File: src/rtl/counter_seq_pkg.sv
`default_nettype none
// ============================================================================
// counter_seq_pkg : shared state encoding and default width for counter_seq_ctrl
// Revision: 1.0
// ============================================================================
package counter_seq_pkg;

  localparam int DEFAULT_WIDTH = 4;

  localparam logic [1:0] ST_IDLE  = 2'd0;
  localparam logic [1:0] ST_RUN   = 2'd1;
  localparam logic [1:0] ST_PAUSE = 2'd2;
  localparam logic [1:0] ST_DONE  = 2'd3;

  typedef enum logic [1:0] {
    S_IDLE  = ST_IDLE,
    S_RUN   = ST_RUN,
    S_PAUSE = ST_PAUSE,
    S_DONE  = ST_DONE
  } state_t;

endpackage
`default_nettype wire

File: src/rtl/counter_core.sv
`default_nettype none
// ============================================================================
// counter_core : loadable modulo-2^WIDTH up/down counter with terminal compare
// Revision: 1.0
// ============================================================================
module counter_core
  import counter_seq_pkg::*;
#(
  parameter int WIDTH = DEFAULT_WIDTH
) (
  input  logic             clk,
  input  logic             rst,
  input  logic             load,
  input  logic [WIDTH-1:0] load_data,
  input  logic             en,
  input  logic             up_dn,
  input  logic [WIDTH-1:0] term,
  output logic [WIDTH-1:0] Z,
  output logic             eq
);

  logic [WIDTH-1:0] z_q;
  logic [WIDTH-1:0] z_d;

  always_comb begin
    z_d = z_q;
    if (load) begin
      z_d = load_data;
    end else if (en) begin
      z_d = up_dn ? (z_q + 1'b1) : (z_q - 1'b1);
    end
  end

  always_ff @(posedge clk) begin
    if (rst) begin
      z_q <= '0;
    end else begin
      z_q <= z_d;
    end
  end

  assign Z  = z_q;
  assign eq = (z_q == term);

endmodule
`default_nettype wire

File: src/rtl/counter_seq_ctrl.sv
`default_nettype none
// ============================================================================
// counter_seq_ctrl : command FSM, capture registers and tc pulse around counter_core
// Revision: 1.0
// ============================================================================
module counter_seq_ctrl
  import counter_seq_pkg::*;
#(
  parameter int WIDTH = DEFAULT_WIDTH
) (
  input  logic             clk,
  input  logic             rst,
  input  logic             start,
  input  logic             stop,
  input  logic             pause,
  input  logic             mode_reload,
  input  logic             up_dn,
  input  logic [WIDTH-1:0] load_val,
  input  logic [WIDTH-1:0] term_val,
  output logic [WIDTH-1:0] Z,
  output logic             busy,
  output logic             done,
  output logic             tc_pulse
);

  state_t           state_q, state_d;
  logic [WIDTH-1:0] load_q, load_d;
  logic [WIDTH-1:0] term_q, term_d;
  logic             dir_q, dir_d;
  logic             reload_q, reload_d;
  logic             tc_q, tc_d;

  logic             w_load;
  logic [WIDTH-1:0] w_load_data;
  logic             w_en;
  logic             w_eq;

  // Command priority: stop > start > pause > terminal check > count
  always_comb begin
    state_d     = state_q;
    load_d      = load_q;
    term_d      = term_q;
    dir_d       = dir_q;
    reload_d    = reload_q;
    tc_d        = 1'b0;
    w_load      = 1'b0;
    w_load_data = load_q;
    w_en        = 1'b0;

    if (stop) begin
      state_d = S_IDLE;
    end else if (start) begin
      load_d      = load_val;
      term_d      = term_val;
      dir_d       = up_dn;
      reload_d    = mode_reload;
      w_load      = 1'b1;
      w_load_data = load_val;
      state_d     = S_RUN;
    end else begin
      case (state_q)
        S_RUN: begin
          if (pause) begin
            state_d = S_PAUSE;
          end else if (w_eq) begin
            tc_d = 1'b1;
            if (reload_q) begin
              w_load = 1'b1;
            end else begin
              state_d = S_DONE;
            end
          end else begin
            w_en = 1'b1;
          end
        end
        S_PAUSE: begin
          if (!pause) begin
            state_d = S_RUN;
          end
        end
        S_IDLE:  state_d = S_IDLE;
        S_DONE:  state_d = S_DONE;
        default: state_d = S_IDLE;
      endcase
    end
  end

  always_ff @(posedge clk) begin
    if (rst) begin
      state_q  <= S_IDLE;
      load_q   <= '0;
      term_q   <= '0;
      dir_q    <= 1'b0;
      reload_q <= 1'b0;
      tc_q     <= 1'b0;
    end else begin
      state_q  <= state_d;
      load_q   <= load_d;
      term_q   <= term_d;
      dir_q    <= dir_d;
      reload_q <= reload_d;
      tc_q     <= tc_d;
    end
  end

  counter_core #(
    .WIDTH(WIDTH)
  ) u_core (
    .clk      (clk),
    .rst      (rst),
    .load     (w_load),
    .load_data(w_load_data),
    .en       (w_en),
    .up_dn    (dir_q),
    .term     (term_q),
    .Z        (Z),
    .eq       (w_eq)
  );

  assign busy     = (state_q == S_RUN) || (state_q == S_PAUSE);
  assign done     = (state_q == S_DONE);
  assign tc_pulse = tc_q;

endmodule
`default_nettype wire

File: config.mk
export PLATFORM = sky130hd
export DESIGN_NAME = counter_seq_ctrl
export DESIGN_NICKNAME = d
export VERILOG_FILES = /design/src/rtl/counter_seq_pkg.sv /design/src/rtl/counter_core.sv /design/src/rtl/counter_seq_ctrl.sv
export SDC_FILE = /design/constraint.sdc
export NUM_CORES = 1
export LEC_CHECK = 0
export CAP_MARGIN = 25
export CORE_MARGIN = 5
export CORE_UTILIZATION = 50
export DETAILED_ROUTE_END_ITERATION = 8
export PLACE_DENSITY = 0.77
export SLEW_MARGIN = 10
export SYNTH_ARGS = -nofsm -noshare
export SYNTH_HDL_FRONTEND = slang
export SYNTH_SLANG_ARGS = --single-unit
File: constraint.sdc
create_clock -name clk -period 3.2 [get_ports clk]
set_input_delay 0.32 -clock clk [delete_from_list [all_inputs] [get_ports clk]]
set_output_delay 0.32 -clock clk [all_outputs]
set_load 0.01 [all_outputs]
Word-level counts from Yosys, hierarchy flattened
Index checks and enable logic that the tools add are counted.
- add/sub/neg operators: 2
- $mul: 0
- divide/modulo/power cells: 0
- magnitude comparators: 0
- equal/unequal tests: 10
- shift operators: 0
- mux-type cells: 23
- bitwise logic cells: 2
- reduce and logical (&&, ||, !) cells: 9
- operator list (operator ; count):
    $mux W4 ; 5
    $mux W1 ; 13
    $mux W2 ; 4
    $pmux W2 S4 ; 1
    $ne A3 B3 Y1 const B ; 2
    $reduce_and A3 Y1 ; 2
    $reduce_or A5 Y1 ; 1
    $add A4 B1 Y4 const B ; 1
    $eq A2 B2 Y1 const B ; 2
    $eq A4 B4 Y1 ; 1
    $ne A4 B3 Y1 const B ; 1
    $ne A4 B4 Y1 const B ; 1
    $sub A4 B1 Y4 const B ; 1
    $ne A3 B2 Y1 const B ; 1
    $reduce_or A3 Y1 ; 1
    $eq A2 B1 Y1 const B ; 1
    $logic_not A2 Y1 ; 1
    $ne A2 B2 Y1 const B ; 1
    $not A1 Y1 ; 2
    $reduce_and A2 Y1 ; 1
    $reduce_bool A2 Y1 ; 1
    $reduce_or A2 Y1 ; 1
    $logic_or A1 B1 Y1 ; 1
- bits in registers: 17
- latch bits: 0
- memory bits (writable): 0
- memory bits (read-only): 0
- input bits: 15
- logic and storage cells: 54
- memories kept: 0

Longest topological paths before layout
Gate-level depths: netlist (run 1).
- depth after elaboration: 8
- gate-level depth with buffers: 7
- gate-level depth less buffers: 7

Hierarchy
From an unflattened synthesis (run 1), not the netlist that was laid out.
- cells, all modules: 118
- area, all modules: 973.4 um^2
- modules (own cells, without submodules) (module ; times used ; cells each ; area each (um^2) ; seq. area each (um^2)):
    counter_seq_ctrl ; 1 ; 83 ; 638.1 ; 260.2
    counter_core ; 1 ; 35 ; 335.3 ; 80.1

Worst setup path after synthesis (run 1)
No wires, ideal clock.
- path kind: register to register
- from: register u_core.z_q[0] (netlist: u_core.Z[0])
- to: register state_q[1]
- setup time: 0.115 ns
- data arrival time: 1.588 ns
- path slack: 1.497 ns
- cell stages (with the launch flop): 6
- clock period less this slack: 1.703 ns
- cells stage by stage: dfxtp_1 xnor2_1 nand4_1 o21a_1 or4_1 and3_1
- longest elaborated chain between the ends: 3
- RTL lines (item ; line ; RTL):
    start: declaration ; counter_core.sv:22 ; logic [WIDTH-1:0] z_q;
    start signal: assignment ; counter_core.sv:38 ; z_q <= z_d;
    $eq A4 B4 Y1 ; counter_core.sv:43 ; assign eq = (z_q == term);
    $ne A3 B2 Y1 (no line) ; -- ;
    $reduce_and A3 Y1 (no line) ; -- ;
    end signal: assignment ; counter_seq_ctrl.sv:97 ; state_q <= state_d;
    end: declaration ; counter_seq_ctrl.sv:26 ; state_t state_q, state_d;
No other way between the ends.
A chain may end at the register's enable or synchronous reset.

Worst setup path in the final report (run 1)
- from: register state_q[0]
- to: output busy
- longest elaborated chain between the ends: 2
- RTL lines (item ; line ; RTL):
    $eq A2 B1 Y1 / $eq A2 B2 Y1 (equally long branches) ; counter_seq_ctrl.sv:120 ; assign busy = (state_q == S_RUN) || (state_q == S_PAUSE);
    $logic_or A1 B1 Y1 (*) ; counter_seq_ctrl.sv:120 ;
    end: declaration ; counter_seq_ctrl.sv:21 ; output logic busy,
Mark *: on every way between the ends. The rest lies on a longest branch, timed or not.

==> summary.md, run 1 <==
| Metric | Value |
|---|---|
| Die area | `2830 sq um` |
| Buffer depth of the longest clock path | `2` |
| Hold Crit Class | `register to register` |
| Post-Layout Inst Area | `1190 sq um` |
| Total congestion overflow | `0` |
| Mapped Area | `935 sq um` |
| Synth Net Count | `137` |
| Worst R2R Path Depth | `5` |
| Die Y | `53.2 um` |
| Maxcap violations | `0` |
| Htree depth | `1` |
| Worst R2R Setup Slack | `1.33 ns` |
| Cell count after synthesis | `115` |
| Reg-to-Reg Start | `u_core.Z[0]$_SDFFE_PP0P_` |
| Status | `complete, no violations` |
| WS Path Type | `register to primary output` |
| Sw Ratio | `27.1%` |
| Fillers | `166` |
| CTS buffer count | `3` |
| Most used cell, CP | `inv_1` |
| Area share of the largest cell type after synthesis | `36.4%` |
| Port Buf Inserts | `21` |
| Sequential group share of total power | `53.0%` |
| Number of routed nets with antenna violations | `0` |
| Final setup viols | `0` |
| Leading area contributor after synthesis | `dfxtp_1` |
| WL final | `2.12 mm` |
| Commonest non-fill, non-tap cell in the layout | `nand2_1` |
| HPWL Detailed | `1.58 mm` |
| Worst Setup End Kind | `primary output` |
| WP data arrival | `1.66 ns` |
| CP Buf/Inv Count | `3` |
| Post-CTS setup buffers | `0` |
| Number of global-route vias before repair | `868` |
| Row count | `15` |
| Top post-synthesis cells by area | `dfxtp_1 36%, nand2_1 8.8%, ha_1 8.0%` |
| Clk root buf | `clkbuf_4` |
| TNS Setup | `0 ns` |
| Min Tclk post-route | `1.98 ns` |
| Clock network fraction of design power | `26.0%` |
| RePlAce Congestion | `0.851` |
| Clk Latency, worst-skew pair | `0.29 ns` |
| Area grow syn2layout | `27.8%` |
| Worst Tran Pin Value | `0.594 ns` |
| Comb power frac | `20.9%` |
| Startpoint Class | `register` |
| CP startpoint | `state_q[0]$_SDFFE_PP0P_` |
| Area of the multi-input gates | `564 sq um` |
| Int Power | `319 uW` |
| Sequential share of the synthesized area | `36.4%` |
| Ratio of cells with drive above 1 in the final layout | `3.65%` |
| Clock Skews | `0.000809 ns` |
| PD cells | `366 nW/um^2` |
| Critical Path Sink | `busy` |
| First-pass GRT wire length | `3.82 mm` |
| I/O pin count | `22` |
| Post-synth EDFFs | `0` |
| Via count | `902` |
| PostCTS Resize Cnt | `0` |
| DR pass1 iterations | `4` |
| Netlist cell types | `33` |
| All-Layer GR Usage | `18.4%` |
| ANT cells | `0` |
| Layout Nets | `160` |
| Switch Pwr | `119 uW` |
| #FFs+latches synth | `17` |
| Crit-path max FO | `5` |
| Maximum clock rate | `506 MHz` |
| RSZ-0062 raised after global routing | `no` |
| Final hold vios | `0` |
| Largest net degree at the start of global routing | `18` |
| Instance count on the critical path | `4` |
| Leakage dissipation | `0.000445 uW` |
| Most frequent cells in the layout | `22 x nand2_1, 21 x clkdlybuf4s50_1, 17 x dfxtp_1` |
| CP Cell Sequence | `inv_1, ha_1, inv_1, clkdlybuf4s50_1` |
| Final period util | `61.7%` |
| Initial Util | `53.5%` |
| Util after Layout | `68.5%` |
| Seq. cell area | `340 sq um` |
| Clock sinks | `17` |
| Max VDD drop | `0.291 mV` |
| Synth warnings | `0` |
| CP peak stage delay | `0.53 ns` |
| CTS tree | `built` |
| Max transition margin | `60.2%` |
| Total core area | `1750 sq um` |
| Placed cell areas | `1170 sq um` |
| Post-route DRC violation count | `0` |
| Critical Path RT | `2.88 ns` |
| Ys flop type | `dfxtp_1` |
| Vias/cell | `5.57` |
| Reg clk slew, reported paths | `0.09 ns` |
| Slowest cell on crit path | `clkdlybuf4s50_1` |
| Post-synth ARST share | `0%` |
| FF-to-FF End | `state_q[1]$_SDFFE_PP0P_` |
| Top Family by Delay on Critical Path | `buffers and inverters` |
| Initial DRC count | `26` |
| Die W | `53.2 um` |
| WL per Instance | `13.1 um` |
| Tot Pwr | `438 uW` |
| Initial antenna violation count | `0` |
| CTS hold repair buffers | `0` |
| Pins over their slew limit | `0` |
| Syn_area_per_cell | `8.13 sq um` |
| Worst Hold Depth | `2` |
==> cell usage after synthesis, types with 2 or more instances <==
cell / count
dfxtp_1: 17
nor2_1: 6
a211oi_1: 2
inv_1: 4
ha_1: 6
xnor2_1: 5
o21ai_0: 6
nand4_1: 3
clkbuf_1: 4
a21oi_1: 14
nand2_1: 22
a31oi_1: 3
xor2_1: 2
nor3_1: 2
==> metrics by stage <==
step	hold WS [ns]	instances	worst slack [ns]
global route	0.495	162	1.14
floorplan	0.398	115	1.50
finish	0.470	162	1.22
global placement	0.452	158	1.18
CTS	0.476	162	1.20
detailed placement	0.462	158	1.13
==> worst min-delay path by stage <==
stage                           start                      end  slack (ns)
2_1_floorplan                    stop  state_q[0]$_SDFFE_PP0P_        0.40
3_3_place_gp     load_q[0]$_SDFF_PP0_     load_q[0]$_SDFF_PP0_        0.45
3_5_place_dp   term_q[2]$_SDFFE_PP0P_   term_q[2]$_SDFFE_PP0P_        0.46
4_1_cts        term_q[2]$_SDFFE_PP0P_   term_q[2]$_SDFFE_PP0P_        0.48
5_1_grt        term_q[0]$_SDFFE_PP0P_   term_q[0]$_SDFFE_PP0P_        0.49
6_report         load_q[1]$_SDFF_PP0_     load_q[1]$_SDFF_PP0_        0.47
==> cell families after synthesis <==
family                     synth area share [%]
and+or+nand+nor                            24.9
DFF                                        36.4
AOI/OAI and AO/OA                          18.7
buffers and inverters                      3.21
xor gates and xnor gates                   6.56
adders and majority gates                  10.2
==> sequential cells by signal, indices dropped and copies added, names as in the netlist <==
register / count
load_q: 4
dir_q: 1
term_q: 4
tc_pulse: 1
u_core.Z: 4
state_q: 2
reload_q: 1
==> cell type report <==
type	instances	share of cell area (%)
clock buffers	4	2.20
repair buffers	22	18.2
well taps	25	2.62
inverters	4	1.26
flip-flops and latches	17	28.5
multi-input cells	90	47.2
==> routing by layer <==
| layer | part of all wire [%] | global-route usage, % |
|---|---|---|
| met2 | 46 | 31.6 |
| met4 | 1.4 | 6.38 |
| met5 | 0 | 0 |
| met3 | 7.0 | 4.51 |
| met1 | 46 | 21.9 |
==> power groups by stage <==
stage          sequential, uW  combinational (uW)  clock [uW]
2_1_floorplan             236                52.4           0
3_3_place_gp              237                89.0           0
3_5_place_dp              237                91.3           0
4_1_cts                   232                92.1         120
5_1_grt                   234                 104         124
6_report                  232                91.6         114
==> worst reg2reg max path: cells and delay by family, from the launching register on <==
kind	cells	cell delay (ns)
and+or+nand+nor	3	0.85
DFF	1	0.50
AOI/OAI and AO/OA	1	0.24
xor gates and xnor gates	1	0.17
Note: power is estimated with default switching activity, not from simulation.
==> run 2, diff against run 1 <==
--- a/config.mk
+++ b/config.mk
@@ -7,9 +7,9 @@
 export LEC_CHECK = 0
 export CAP_MARGIN = 25
 export CORE_MARGIN = 5
-export CORE_UTILIZATION = 50
+export CORE_UTILIZATION = 48
 export DETAILED_ROUTE_END_ITERATION = 8
-export PLACE_DENSITY = 0.77
+export PLACE_DENSITY = 0.74
 export SLEW_MARGIN = 10
 export SYNTH_ARGS = -nofsm -noshare
 export SYNTH_HDL_FRONTEND = slang
==> constraint.sdc (replaced) <==
create_clock -name clk -period 2.1 [get_ports clk]
set_input_delay 0.21 -clock clk [delete_from_list [all_inputs] [get_ports clk]]
set_output_delay 0.21 -clock clk [all_outputs]
set_load 0.01 [all_outputs]
==> summary.md, run 2 (synthesis results as in run 1) <==
| Metric | Value |
|---|---|
| Status | `complete, no violations` |
| FF-to-FF End | `state_q[1]$_SDFFE_PP0P_` |
| Post-route DRC violation count | `0 (unchanged)` |
| I/O pin count | `22 (unchanged)` |
| Clock network fraction of design power | `26.8% (+0.8 points)` |
| Maximum clock rate | `534 MHz` |
| Final hold vios | `0 (unchanged)` |
| Clock Skews | `0.00381 ns (+0.00300 ns)` |
| Die Y | `54.1 um (+1.7%)` |
| Reg-to-Reg Start | `u_core.Z[0]$_SDFFE_PP0P_` |
| Worst Tran Pin Value | `0.641 ns (+0.0465 ns)` |
| Final setup viols | `0 (unchanged)` |
| HPWL Detailed | `1.68 mm (+6.6%)` |
| RePlAce Congestion | `0.838 (-1.6%)` |
| Leakage dissipation | `0.000460 uW (+3.4%)` |
| CTS tree | `built` |
| DR pass1 iterations | `4 (unchanged)` |
| Area grow syn2layout | `30.5%` |
| Hold path startpoint | `term_val[2]` |
| Row count | `16 (+1)` |
| WL per Instance | `13.2 um (+1.2%)` |
| WP data arrival | `2.08 ns (+0.42 ns)` |
| Max transition margin | `57.1% (-3.1 points)` |
| Number of routed nets with antenna violations | `0 (unchanged)` |
| Port Buf Inserts | `21 (unchanged)` |
| Sw Ratio | `28.0% (+0.84 points)` |
| Reg clk slew, reported paths | `0.10 ns (about the same)` |
| Placed cell areas | `1190 sq um (+2.1%)` |
| Clock sinks | `17 (unchanged)` |
| Total congestion overflow | `0 (unchanged)` |
| Total core area | `1900 sq um (+9.0%)` |
| Via count | `888 (-1.6%)` |
| Layout Nets | `163 (+1.9%)` |
| Max VDD drop | `0.354 mV (+22%)` |
| Comb power frac | `21.4% (+0.5 points)` |
| Largest net degree at the start of global routing | `18 (unchanged)` |
| Crit-path max FO | `6 (+1)` |
| Hold EP | `term_q[2]$_SDFFE_PP0P_` |
| Post-Layout Inst Area | `1220 sq um (+2.1%)` |
| Hold Crit Class | `primary input to register` |
| All-Layer GR Usage | `17.2% (-1.2 points)` |
| CTS hold repair buffers | `0 (unchanged)` |
| Worst R2R Setup Slack | `0.23 ns (-1.10 ns)` |
| CTS buffer count | `3 (unchanged)` |
| WL final | `2.21 mm (+4.3%)` |
| Ratio of cells with drive above 1 in the final layout | `5.71% (+2.1 points)` |
| Switch Pwr | `190 uW (+60%)` |
| TNS Setup | `0 ns (unchanged)` |
| Initial Util | `49.1% (-4.4 points)` |
| Critical Path RT | `2.30 ns (-0.58 ns)` |
| Worst R2R Path Depth | `5 (unchanged)` |
| WS Path Type | `register to register` |
| Min Tclk post-route | `1.87 ns` |
| Worst Hold Depth | `3 (+1)` |
| Die W | `54.1 um (+1.7%)` |
| Initial antenna violation count | `0 (unchanged)` |
| Die area | `2930 sq um (+3.4%)` |
| Most frequent cells in the layout | `22 x nand2_1, 21 x clkdlybuf4s50_1, 17 x dfxtp_1` |
| Pins over their slew limit | `0 (unchanged)` |
| Number of global-route vias before repair | `806 (-7.1%)` |
| Vias/cell | `5.32 (-4.5%)` |
| Htree depth | `1 (unchanged)` |
| Worst Setup End Kind | `register` |
| Setup slack after layout | `0.228 ns (-0.997 ns)` |
| PostCTS Resize Cnt | `0 (unchanged)` |
| Final period util | `89.2%` |
| RSZ-0062 raised after global routing | `no` |
| ANT cells | `0 (unchanged)` |
| Clk root buf | `clkbuf_4` |
| PD cells | `558 nW/um^2 (+52%)` |
| First-pass GRT wire length | `3.51 mm (-8.1%)` |
| Startpoint Class | `register` |
| Initial DRC count | `11 (-58%)` |
| Clk Latency, worst-skew pair | `0.30 ns (about the same)` |
| Post-CTS setup buffers | `0 (unchanged)` |
| Commonest non-fill, non-tap cell in the layout | `nand2_1` |
| Maxcap violations | `0 (unchanged)` |
| DP Worst Slack | `0.116 ns (-1.02 ns)` |
| Buffer depth of the longest clock path | `2 (unchanged)` |
| Int Power | `490 uW (+54%)` |
| Sequential group share of total power | `51.8% (-1.2 points)` |
[run 2: metal layers]
layer | share of wire [%] | track usage [%]
met1 | 46 | 20.6
met2 | 46 | 26.5
met4 | 3.0 | 11.2
met3 | 4.7 | 4.71
met5 | 0 | 0
[run 2: worst max-delay path by stage]
stage / startpoint / to / cells after the start
final: u_core.Z[0]$_SDFFE_PP0P_ / state_q[1]$_SDFFE_PP0P_ / 5
after global routing: state_q[0]$_SDFFE_PP0P_ / busy / 4
after CTS: state_q[0]$_SDFFE_PP0P_ / busy / 4
after detailed placement: pause / u_core.Z[0]$_SDFFE_PP0P_ / 6
after global placement: pause / u_core.Z[2]$_SDFFE_PP0P_ / 6
after floorplan: u_core.Z[0]$_SDFFE_PP0P_ / state_q[1]$_SDFFE_PP0P_ / 5
[run 2: power by group through the flow]
stage / Sequential [uW] / Clock, uW / Combinational (uW)
6_report: 353 / 182 / 146
5_1_grt: 355 / 205 / 161
4_1_cts: 353 / 188 / 146
3_5_place_dp: 360 / 0 / 145
3_3_place_gp: 360 / 0 / 141
2_1_floorplan: 359 / 0 / 79.8
[run 2: worst max-delay path, stage by stage, from the launching register on]
cell	delay (ns)
dfxtp_1	0.51
xnor2_1	0.18
nand4_1	0.20
o21a_1	0.25
or4_1	0.45
and3_1	0.18
[run 2: cell type report]
type,instances,area (sq um)
flip-flops and latches,17,340
clock buffers,4,26.3
fillers,167,682
repair buffers,25,240
inverters,4,15.0
well taps,27,33.8
multi-input cells,90,564
[run 2: through the flow]
stage | hold WS (ns) | std cells | total power [uW] | util (%)
2_1_floorplan | 0.288 | 115 | 439 | -
3_3_place_gp | 0.450 | 163 | 501 | 62.8
3_5_place_dp | 0.457 | 163 | 505 | 62.8
4_1_cts | 0.438 | 167 | 686 | 64.1
5_1_grt | 0.436 | 167 | 721 | 64.1
6_report | 0.442 | 167 | 681 | 64.1
